--- config.mk ---
export PLATFORM = sky130hd
export DESIGN_NAME = ecc_bus_link
export DESIGN_NICKNAME = d
export VERILOG_FILES = /design/src/rtl/ecc_pkg.sv /design/src/rtl/ecc_bus_link_stage.sv /design/src/rtl/ecc_bus_link.sv
export SDC_FILE = /design/constraint.sdc
export NUM_CORES = 1
export LEC_CHECK = 0
export ABC_AREA = 1
export CORE_MARGIN = 2
export CORE_UTILIZATION = 55
export CTS_CLUSTER_DIAMETER = 80
export CTS_CLUSTER_SIZE = 10
export DETAILED_ROUTE_END_ITERATION = 8
export GPL_ROUTABILITY_DRIVEN = 0
export GPL_TIMING_DRIVEN = 0
export PLACE_DENSITY = 0.86
export SYNTH_ARGS = -nofsm -noshare
export SYNTH_HDL_FRONTEND = slang
export SYNTH_HIERARCHICAL = 1
export SYNTH_SLANG_ARGS = --single-unit
--- constraint.sdc ---
create_clock -name clk -period 2.9 [get_ports clk]
set_clock_uncertainty 0.05 [all_clocks]
set_input_delay 0.58 -clock clk [delete_from_list [all_inputs] [get_ports clk]]
set_output_delay 0.58 -clock clk [all_outputs]
set_load 0.005 [all_outputs]
--- src/rtl/ecc_pkg.sv ---
// rtl/ecc_pkg.sv - SECDED helper functions shared by the bus link
// Functions work on max-width vectors; callers zero-extend and truncate with casts.
package ecc_pkg;

  localparam int MAX_DATA_W = 64;
  localparam int MAX_CW_W   = 128;
  localparam int SYN_W      = 8;

  typedef logic [MAX_DATA_W-1:0] data_max_t;
  typedef logic [MAX_CW_W-1:0]   cw_max_t;
  typedef logic [SYN_W-1:0]      syn_t;

  function automatic int calc_p_w(input int data_w);
    int p;
    p = 1;
    for (int i = 0; i < SYN_W; i++)
      if ((1 << p) < data_w + p + 1) p++;
    return p;
  endfunction

  function automatic bit is_pow2(input int pos);
    return (pos & (pos - 1)) == 0;
  endfunction

  function automatic syn_t ecc_syndrome(input cw_max_t cw, input int cw_w);
    syn_t s;
    s = '0;
    for (int pos = 1; pos < MAX_CW_W; pos++)
      if (pos < cw_w && cw[pos]) s = s ^ SYN_W'(pos);
    return s;
  endfunction

  function automatic cw_max_t ecc_encode(input data_max_t data, input int cw_w);
    cw_max_t cw;
    syn_t    s;
    int      j;
    cw = '0;
    j  = 0;
    for (int pos = 1; pos < MAX_CW_W; pos++)
      if (pos < cw_w && !is_pow2(pos)) begin
        cw[pos] = data[j];
        j++;
      end
    // Parity bits are zero here, so the syndrome is exactly the parity to insert.
    s = ecc_syndrome(cw, cw_w);
    for (int pos = 1; pos < MAX_CW_W; pos++)
      if (pos < cw_w && is_pow2(pos)) cw[pos] = |(s & SYN_W'(pos));
    cw[0] = ^cw;
    return cw;
  endfunction

  function automatic cw_max_t ecc_correct(input cw_max_t cw, input syn_t s, input logic fix);
    cw_max_t c;
    c = cw;
    for (int i = 0; i < MAX_CW_W; i++)
      if (fix && i == int'(s)) c[i] = ~c[i];
    return c;
  endfunction

  function automatic data_max_t ecc_extract(input cw_max_t cw, input int cw_w);
    data_max_t d;
    int        j;
    d = '0;
    j = 0;
    for (int pos = 1; pos < MAX_CW_W; pos++)
      if (pos < cw_w && !is_pow2(pos)) begin
        d[j] = cw[pos];
        j++;
      end
    return d;
  endfunction

endpackage

--- src/rtl/ecc_bus_link_stage.sv ---
// rtl/ecc_bus_link_stage.sv - one-deep elastic register (ecc_pipe_stage)
// Ready stays low until the first clock after reset release.
module ecc_pipe_stage #(
  parameter int W = 8
) (
  input  logic         clk,
  input  logic         reset_n,
  input  logic         in_valid,
  output logic         in_ready,
  input  logic [W-1:0] in_data,
  output logic         out_valid,
  input  logic         out_ready,
  output logic [W-1:0] out_data
);

  logic         live;
  logic         full;
  logic [W-1:0] q;

  assign in_ready  = live && (!full || out_ready);
  assign out_valid = full;
  assign out_data  = q;

  always_ff @(posedge clk or negedge reset_n) begin
    if (!reset_n) begin
      live <= 1'b0;
      full <= 1'b0;
      q    <= '0;
    end else begin
      live <= 1'b1;
      if (in_valid && in_ready) begin
        full <= 1'b1;
        q    <= in_data;
      end else if (out_ready) begin
        full <= 1'b0;
      end
    end
  end

endmodule

--- src/rtl/ecc_bus_link.sv ---
// rtl/ecc_bus_link.sv - SECDED encode/decode link with injection and error counters
// Encode: 1 elastic stage. Decode: syndrome stage then correction stage.
module ecc_bus_link
  import ecc_pkg::*;
#(
  parameter  int DATA_W = 32,
  parameter  int CNT_W  = 16,
  localparam int P_W    = calc_p_w(DATA_W),
  localparam int CW_W   = DATA_W + P_W + 1
) (
  input  logic              clk,
  input  logic              reset_n,
  input  logic              enc_in_valid,
  output logic              enc_in_ready,
  input  logic [DATA_W-1:0] enc_in_data,
  input  logic              inj_en,
  input  logic [CW_W-1:0]   inj_mask,
  output logic              enc_out_valid,
  input  logic              enc_out_ready,
  output logic [CW_W-1:0]   enc_out_cw,
  input  logic              dec_in_valid,
  output logic              dec_in_ready,
  input  logic [CW_W-1:0]   dec_in_cw,
  output logic              dec_out_valid,
  input  logic              dec_out_ready,
  output logic [DATA_W-1:0] dec_out_data,
  output logic              dec_out_sbe,
  output logic              dec_out_dbe,
  input  logic              cnt_clr,
  output logic [CNT_W-1:0]  sbe_count,
  output logic [CNT_W-1:0]  dbe_count
);

  localparam int S1_W = SYN_W + 1 + CW_W;
  localparam int S2_W = DATA_W + 2;

  logic [CW_W-1:0] enc_cw;

  always_comb begin
    enc_cw = CW_W'(ecc_encode(MAX_DATA_W'(enc_in_data), CW_W));
    if (inj_en) enc_cw = enc_cw ^ inj_mask;
  end

  ecc_pipe_stage #(.W(CW_W)) u_enc (
    .clk(clk), .reset_n(reset_n),
    .in_valid(enc_in_valid), .in_ready(enc_in_ready), .in_data(enc_cw),
    .out_valid(enc_out_valid), .out_ready(enc_out_ready), .out_data(enc_out_cw)
  );

  logic [S1_W-1:0] s1_in, s1_q;
  logic            s1_valid, s1_ready;
  logic [SYN_W-1:0] s1_s;
  logic            s1_o;
  logic [CW_W-1:0] s1_cw, s1_fixed;
  logic            fix_ok, dbe;
  logic [S2_W-1:0] s2_in, s2_q;

  assign s1_in = {ecc_syndrome(MAX_CW_W'(dec_in_cw), CW_W), ^dec_in_cw, dec_in_cw};

  ecc_pipe_stage #(.W(S1_W)) u_dec_s1 (
    .clk(clk), .reset_n(reset_n),
    .in_valid(dec_in_valid), .in_ready(dec_in_ready), .in_data(s1_in),
    .out_valid(s1_valid), .out_ready(s1_ready), .out_data(s1_q)
  );

  assign {s1_s, s1_o, s1_cw} = s1_q;
  // Odd overall parity with an in-range syndrome is a single flip (s=0 means cw[0]).
  assign fix_ok   = s1_o && (int'(s1_s) < CW_W);
  assign dbe      = s1_o ? !fix_ok : (s1_s != '0);
  assign s1_fixed = CW_W'(ecc_correct(MAX_CW_W'(s1_cw), s1_s, fix_ok));
  assign s2_in    = {fix_ok, dbe, DATA_W'(ecc_extract(MAX_CW_W'(s1_fixed), CW_W))};

  ecc_pipe_stage #(.W(S2_W)) u_dec_s2 (
    .clk(clk), .reset_n(reset_n),
    .in_valid(s1_valid), .in_ready(s1_ready), .in_data(s2_in),
    .out_valid(dec_out_valid), .out_ready(dec_out_ready), .out_data(s2_q)
  );

  assign {dec_out_sbe, dec_out_dbe, dec_out_data} = s2_q;

  logic dec_hs;
  assign dec_hs = dec_out_valid && dec_out_ready;

  always_ff @(posedge clk or negedge reset_n) begin
    if (!reset_n) begin
      sbe_count <= '0;
      dbe_count <= '0;
    end else if (cnt_clr) begin
      sbe_count <= '0;
      dbe_count <= '0;
    end else begin
      if (dec_hs && dec_out_sbe && !(&sbe_count)) sbe_count <= sbe_count + CNT_W'(1);
      if (dec_hs && dec_out_dbe && !(&dbe_count)) dbe_count <= dbe_count + CNT_W'(1);
    end
  end

endmodule

==> results of run 1 <==
[area by class of cell]
cell class                      instances  area (µm²)
Inverter                              119         447
Multi-Input combinational cell        909        5240
Buffer                                 64         414
Clock buffer                           17         425
Tap cell                              229         287
Fill cell                            1363        4720
Sequential cell                       152        3800
Clock inverter                         15         188
Timing Repair Buffer                  223        2250
[power breakdown]
part / total [mW] / internal, mW / leakage (nW) / switching (mW)
logic: 2.81 / 1.39 / 4.03 / 1.41
clock network: 2.31 / 1.37 / 0.297 / 0.933
registers: 2.96 / 2.56 / 1.94 / 0.397
total: 8.07 / 5.32 / 6.27 / 2.74
[sequential cells by signal, indices dropped and copies added, names as in the netlist, 16 cells and up]
name	flops
dbe_count	16
sbe_count	16
u_dec_s1/out_data	41
u_dec_s2/out_data	34
u_enc/out_data	39
[worst max-delay path, delay by kind of cell]
family          cells  cell delay, ns
compound gates      2            0.32
buf+inv             4            1.24
[worst paths after layout]
path                                              end                  start  cells after the start
worst max-delay path                     dec_in_ready          dec_out_ready                      6
worst min-delay path               u_enc/out_data[11]                reset_n                      1
worst max register to register  u_dec_s2/out_data[21]  u_dec_s1/out_data[43]                     12
worst min register to register  u_dec_s2/out_data[13]  u_dec_s2/out_data[13]                      2
max in group asynchronous       u_dec_s1/out_data[21]                reset_n                      2
min in group clk                u_dec_s2/out_data[13]  u_dec_s2/out_data[13]                      2
[what timing repair did]
item	CTS	global route
gates cloned	0	0
resized for setup	2	2
setup endpoints to repair	1	1
[per-layer routing]
| layer | vias to the layer above | GRT usage |
|---|---|---|
| li1 | 4450 | - |
| met1 | 4339 | 0.371 |
| met2 | 374 | 0.462 |
| met3 | 73 | 0.0488 |
| met4 | 0 | 0.116 |
| met5 | - | 0 |
[per-stage QoR]
| step | setup slack [ns] | utilization | TNS, ns | instances |
|---|---|---|---|---|
| global route | 0.0432 | 0.734 | 0 | 1728 |
| global placement | -4.78 | 0.698 | -724.51 | 1695 |
| CTS | 0.0697 | 0.734 | 0 | 1728 |
| detailed placement | 0.0259 | 0.700 | 0 | 1696 |
| finish | 0.129 | 0.734 | 0 | 1728 |
| floorplan | 0.812 | - | 0 | 1244 |
==> metrics, run 1 <==
run status=finished, final reports clean; count of final max-slew check failures=0; most used cells in the layout excluding fill and tap cells=nand2_1 (359), clkdlybuf4s50_1 (221), dfrtp_1 (152); Via-to-Cell Ratio=5.34; post-detailed-placement cell area=12400 µm²; slowest CP cell=clkdlybuf4s50_1; Crit Path Category=input pin to output port; worst slew margin relative to its limit=0.440; Clock Sink Count=between 150 and 200; first-iteration detailed-routing DRC count=690; crit-path cells=clkdlybuf4s50_1, inv_2, a21boi_2, inv_2, a21boi_1, clkdlybuf4s50_1; total track usage=0.281; placeable core area=between 15000 and 20000 µm²; maximum ir drop on the vdd rail=about 0.53 mV; area of the die=19100 µm²; Routed WL=27.0 mm; routed length on met2=around 13 mm; worst hold slack across all endpoints=0.164 ns; Post-Layout Inst Area=13100 µm²; endpoint type of the worst setup path=output port; Met1 Wirelength=11.5 mm; Post-Syn Instances=approximately 1200; Hold Buf Count CTS=0; DRC violations left=0; number of global-route vias before repair=around 9000; total power after layout=8.07 mW; clock tree from TritonCTS=yes; wire length of the first global-routing pass=roughly 44 mm; detail-routed net length per standard cell=15.7 µm; Crit path required time=2.27 ns; warning count from the yosys run=6; number of levels in the clock H-tree=4; startpoint class of the critical path=input pin; detailed-placement wirelength estimate=21.1 mm; critical-path maximum fanout=2; number of search-and-repair iterations in the first detailed-routing pass=5; measured slew at the worst slew-check pin=0.840 ns; clock root cell=clkbuf_16; Total Nets Final=1606; layout cell share with drive strength beyond 1=0.107; Worst-Skew Late Latency=0.42 ns; top-level port count=around 230; post-route ant nets=0; total number of vias=9236; max capacitance violation total=0; Hold WC Path Type=input pin to async pin; global-route congestion overflow total=0; Die Y=138 µm; Syn Area/Cell=7.96 µm²; largest net degree at the start of global routing=93; initial antenna violation count=0; Post-CTS Setup Repair Bufs=0; Crit path largest cell delay=0.54 ns; number of buffers created by CTS=17; highest clock frequency the design can meet=~360 MHz; time the final worst path needs with I/O delays and setup=2.77 ns; number of hold violations in the final report=0; register clock-pin slew on the reported worst setup and hold paths=0.07 ns; cell area after synthesis=between 9000 and 10000 µm²; Layout Area Growth over Synthesis=31.9%; setup repair after global routing missed its margin=no; slack of the worst reg-to-reg path=0.52 ns; x dimension of the die=138 µm; leakage power summed over all cells=6.27 nW; highest routed layer=met4; antenna cell count=0; critical path arrival=~2.1 ns; commonest non-fill, non-tap cell in the layout=nand2_1; number of standard-cell rows in the floorplan=approximately 50; initial standard-cell utilization of the core=0.557; Final period util=0.955; Max Buffers Root-to-Sink=2; power density cells=slightly above 600 nW/µm²; count of buffers from port buffering=222; final-report setup violation count=0; met3 wire length=1.81 mm
No activity file was read; power rests on OpenSTA's default activity.
==> run 2: changes to the inputs <==
TNS_END_PERCENT = 100   (was unset)
==> results of run 2 <==
Final layout, timing and power as in run 1 (identical DEF).
==> run 3: changes to the inputs <==
CORE_UTILIZATION = 56   (was 55)
PLACE_DENSITY = 0.87   (was 0.86)
==> run 3 against run 2 <==
Effect of this change:
- wire length decreased by 1.1%
- hold slack got worse by 0.022 ns
- design area decreased by 0.32%
- register-to-register slack improved by 0.08 ns
- global-route usage increased by 1.0 points
- utilization increased by 1.8 points
- power decreased by 2.0%
- count of clock-buffer cells in the layout increased by 1
- combinational power about the same
- sequential power about the same
==> metrics, run 3 (synthesis gave the netlist of run 1 again) <==
run status=finished, final reports clean (unchanged); Layout Area Growth over Synthesis=31.5% (was 31.9%); Post-Layout Inst Area=13000 µm² (was 13100 µm²); total negative setup slack=0 ns (unchanged); area taken by multi-input logic gates=5240 µm² (about the same); DP Worst Slack=0.0411 ns (was 0.0259 ns); number of search-and-repair iterations in the first detailed-routing pass=7 (was 5); wire length of the first global-routing pass=42.8 mm (was 43.7 mm); post-CTS resize count=1 (was 2); register clock-pin slew on the reported worst setup and hold paths=0.07 ns (about the same); slowest CP cell=clkdlybuf4s50_1 (unchanged); power density cells=608 nW/µm² (was 618 nW/µm²); total track usage=0.292 (was 0.281); clock tree from TritonCTS=yes (unchanged); Hold Buf Count CTS=0 (unchanged); first-iteration detailed-routing DRC count=745 (was 690); number of standard-cell rows in the floorplan=48 (was 49); total power after layout=7.91 mW (was 8.07 mW); count of final max-slew check failures=0 (unchanged); antenna cell count=0 (unchanged); initial standard-cell utilization of the core=0.572 (was 0.557); worst slew margin relative to its limit=0.476 (was 0.440); number of levels in the clock H-tree=4 (unchanged); top-level port count=227 (unchanged); initial antenna violation count=0 (unchanged); Total Nets Final=1606 (unchanged); Die Y=137 µm (was 138 µm); Hold WC Path Type=input pin to async pin (unchanged); detailed-placement wirelength estimate=21.1 mm (about the same); number of global-route vias before repair=8761 (was 8976); Final period util=0.878 (was 0.955); final design utilization=0.752 (was 0.734); Routed WL=26.8 mm (was 27.0 mm); Post-CTS Setup Repair Bufs=0 (unchanged); critical path arrival=1.92 ns (was 2.14 ns); Via-to-Cell Ratio=5.32 (was 5.34); highest clock frequency the design can meet=393 MHz (was 361 MHz); post-detailed-placement cell area=12400 µm² (about the same); most frequent cell on the critical path=buf_2; maximum ir drop on the vdd rail=0.439 mV (was 0.529 mV); clock root cell=clkbuf_16 (unchanged); endpoint type of the worst setup path=output port (unchanged); number of buffers created by CTS=17 (unchanged); count of buffers from port buffering=222 (unchanged); detail-routed net length per standard cell=15.5 µm (was 15.7 µm); time the final worst path needs with I/O delays and setup=2.55 ns (was 2.77 ns); area taken by flip-flops and latches=3800 µm² (unchanged); critical-path maximum fanout=10 (was 2); setup repair after global routing missed its margin=no (unchanged); commonest non-fill, non-tap cell in the layout=nand2_1 (unchanged); measured slew at the worst slew-check pin=0.785 ns (was 0.840 ns); max capacitance violation total=0 (unchanged); Worst-Skew Late Latency=0.42 ns (about the same); Crit path largest cell delay=0.53 ns (was 0.54 ns); final-report setup violation count=0 (unchanged); total number of vias=9179 (was 9236); Largest register FFs=41 (unchanged); number of hold violations in the final report=0 (unchanged); crit-path cells=buf_2, buf_2, a21boi_1, clkdlybuf4s50_1 (was clkdlybuf4s50_1, inv_2, a21boi_2, inv_2, a21boi_1, clkdlybuf4s50_1); post-route setup slack=0.353 ns (was 0.129 ns); area of the die=18800 µm² (was 19100 µm²); x dimension of the die=137 µm (was 138 µm); leakage power summed over all cells=6.26 nW (was 6.27 nW); most used cells in the layout excluding fill and tap cells=nand2_1 (359), clkdlybuf4s50_1 (220), dfrtp_1 (152) (was nand2_1 (359), clkdlybuf4s50_1 (221), dfrtp_1 (152)); DRC violations left=0 (unchanged); placeable core area=17300 µm² (was 17800 µm²); layout cell share with drive strength beyond 1=0.105 (was 0.107); Crit Path Category=register to output port (was input pin to output port); Max Buffers Root-to-Sink=2 (unchanged); global-route congestion overflow total=0 (unchanged); largest net degree at the start of global routing=86 (was 93); startpoint class of the critical path=register (was input pin); Crit path required time=2.27 ns (about the same); Clock Sink Count=152 (unchanged); number of filler cells placed in the layout=1285 (was 1363); post-route ant nets=0 (unchanged)
==> run 3: critical path, delay by kind of cell (launching register included) <==
family	cells	cell delay, ns
AO/OA/AOI/OAI	1	0.21
buffers and inverters	3	0.96
flip-flops	1	0.32
==> run 3: layout make-up <==
type                    instances  area share
multi-input cells             909       0.402
flip-flops and latches        152       0.292
repair buffers                223       0.173
inverters                     119      0.0343
clock buffers                  18      0.0337
plain buffers                  64      0.0318
well taps                     225      0.0216
clock inverters                14      0.0107
==> run 3: where the power goes <==
part	switching [mW]	leakage, nW	internal (mW)	total (mW)
Clock	0.930	0.276	1.22	2.15
Combinational	1.41	4.04	1.39	2.80
Sequential	0.399	1.94	2.56	2.96
==> run 3: path summary, 6_finish.rpt <==
kind                            slack [ns]             startpoint                    end  cells past startpoint
worst max-delay path                  0.35             u_enc/live           enc_in_ready                      4
worst min-delay path                  0.14                reset_n     u_enc/out_data[11]                      1
worst max register to register        0.60           sbe_count[0]          sbe_count[15]                     13
worst min register to register        0.42  u_dec_s2/out_data[23]  u_dec_s2/out_data[23]                      2
max in group asynchronous             1.81                reset_n  u_dec_s1/out_data[18]                      2
min in group clk                      0.42  u_dec_s2/out_data[23]  u_dec_s2/out_data[23]                      2
==> run 3: metal layers <==
| layer | vias up | wire length, µm | GRT usage |
|---|---|---|---|
| met2 | 335 | 12700 | 0.478 |
| met4 | 0 | 751 | 0.112 |
| met5 | - | 0 | 0 |
| met1 | 4330 | 11700 | 0.390 |
| met3 | 57 | 1620 | 0.0444 |
| li1 | 4457 | - | - |
==> run 3: per-stage QoR <==
step	instances	hold slack, ns
after floorplan	1244	0.234
after global placement	1691	0.405
after detailed placement	1692	0.408
after CTS	1724	0.185
after global routing	1724	0.209
final	1724	0.142
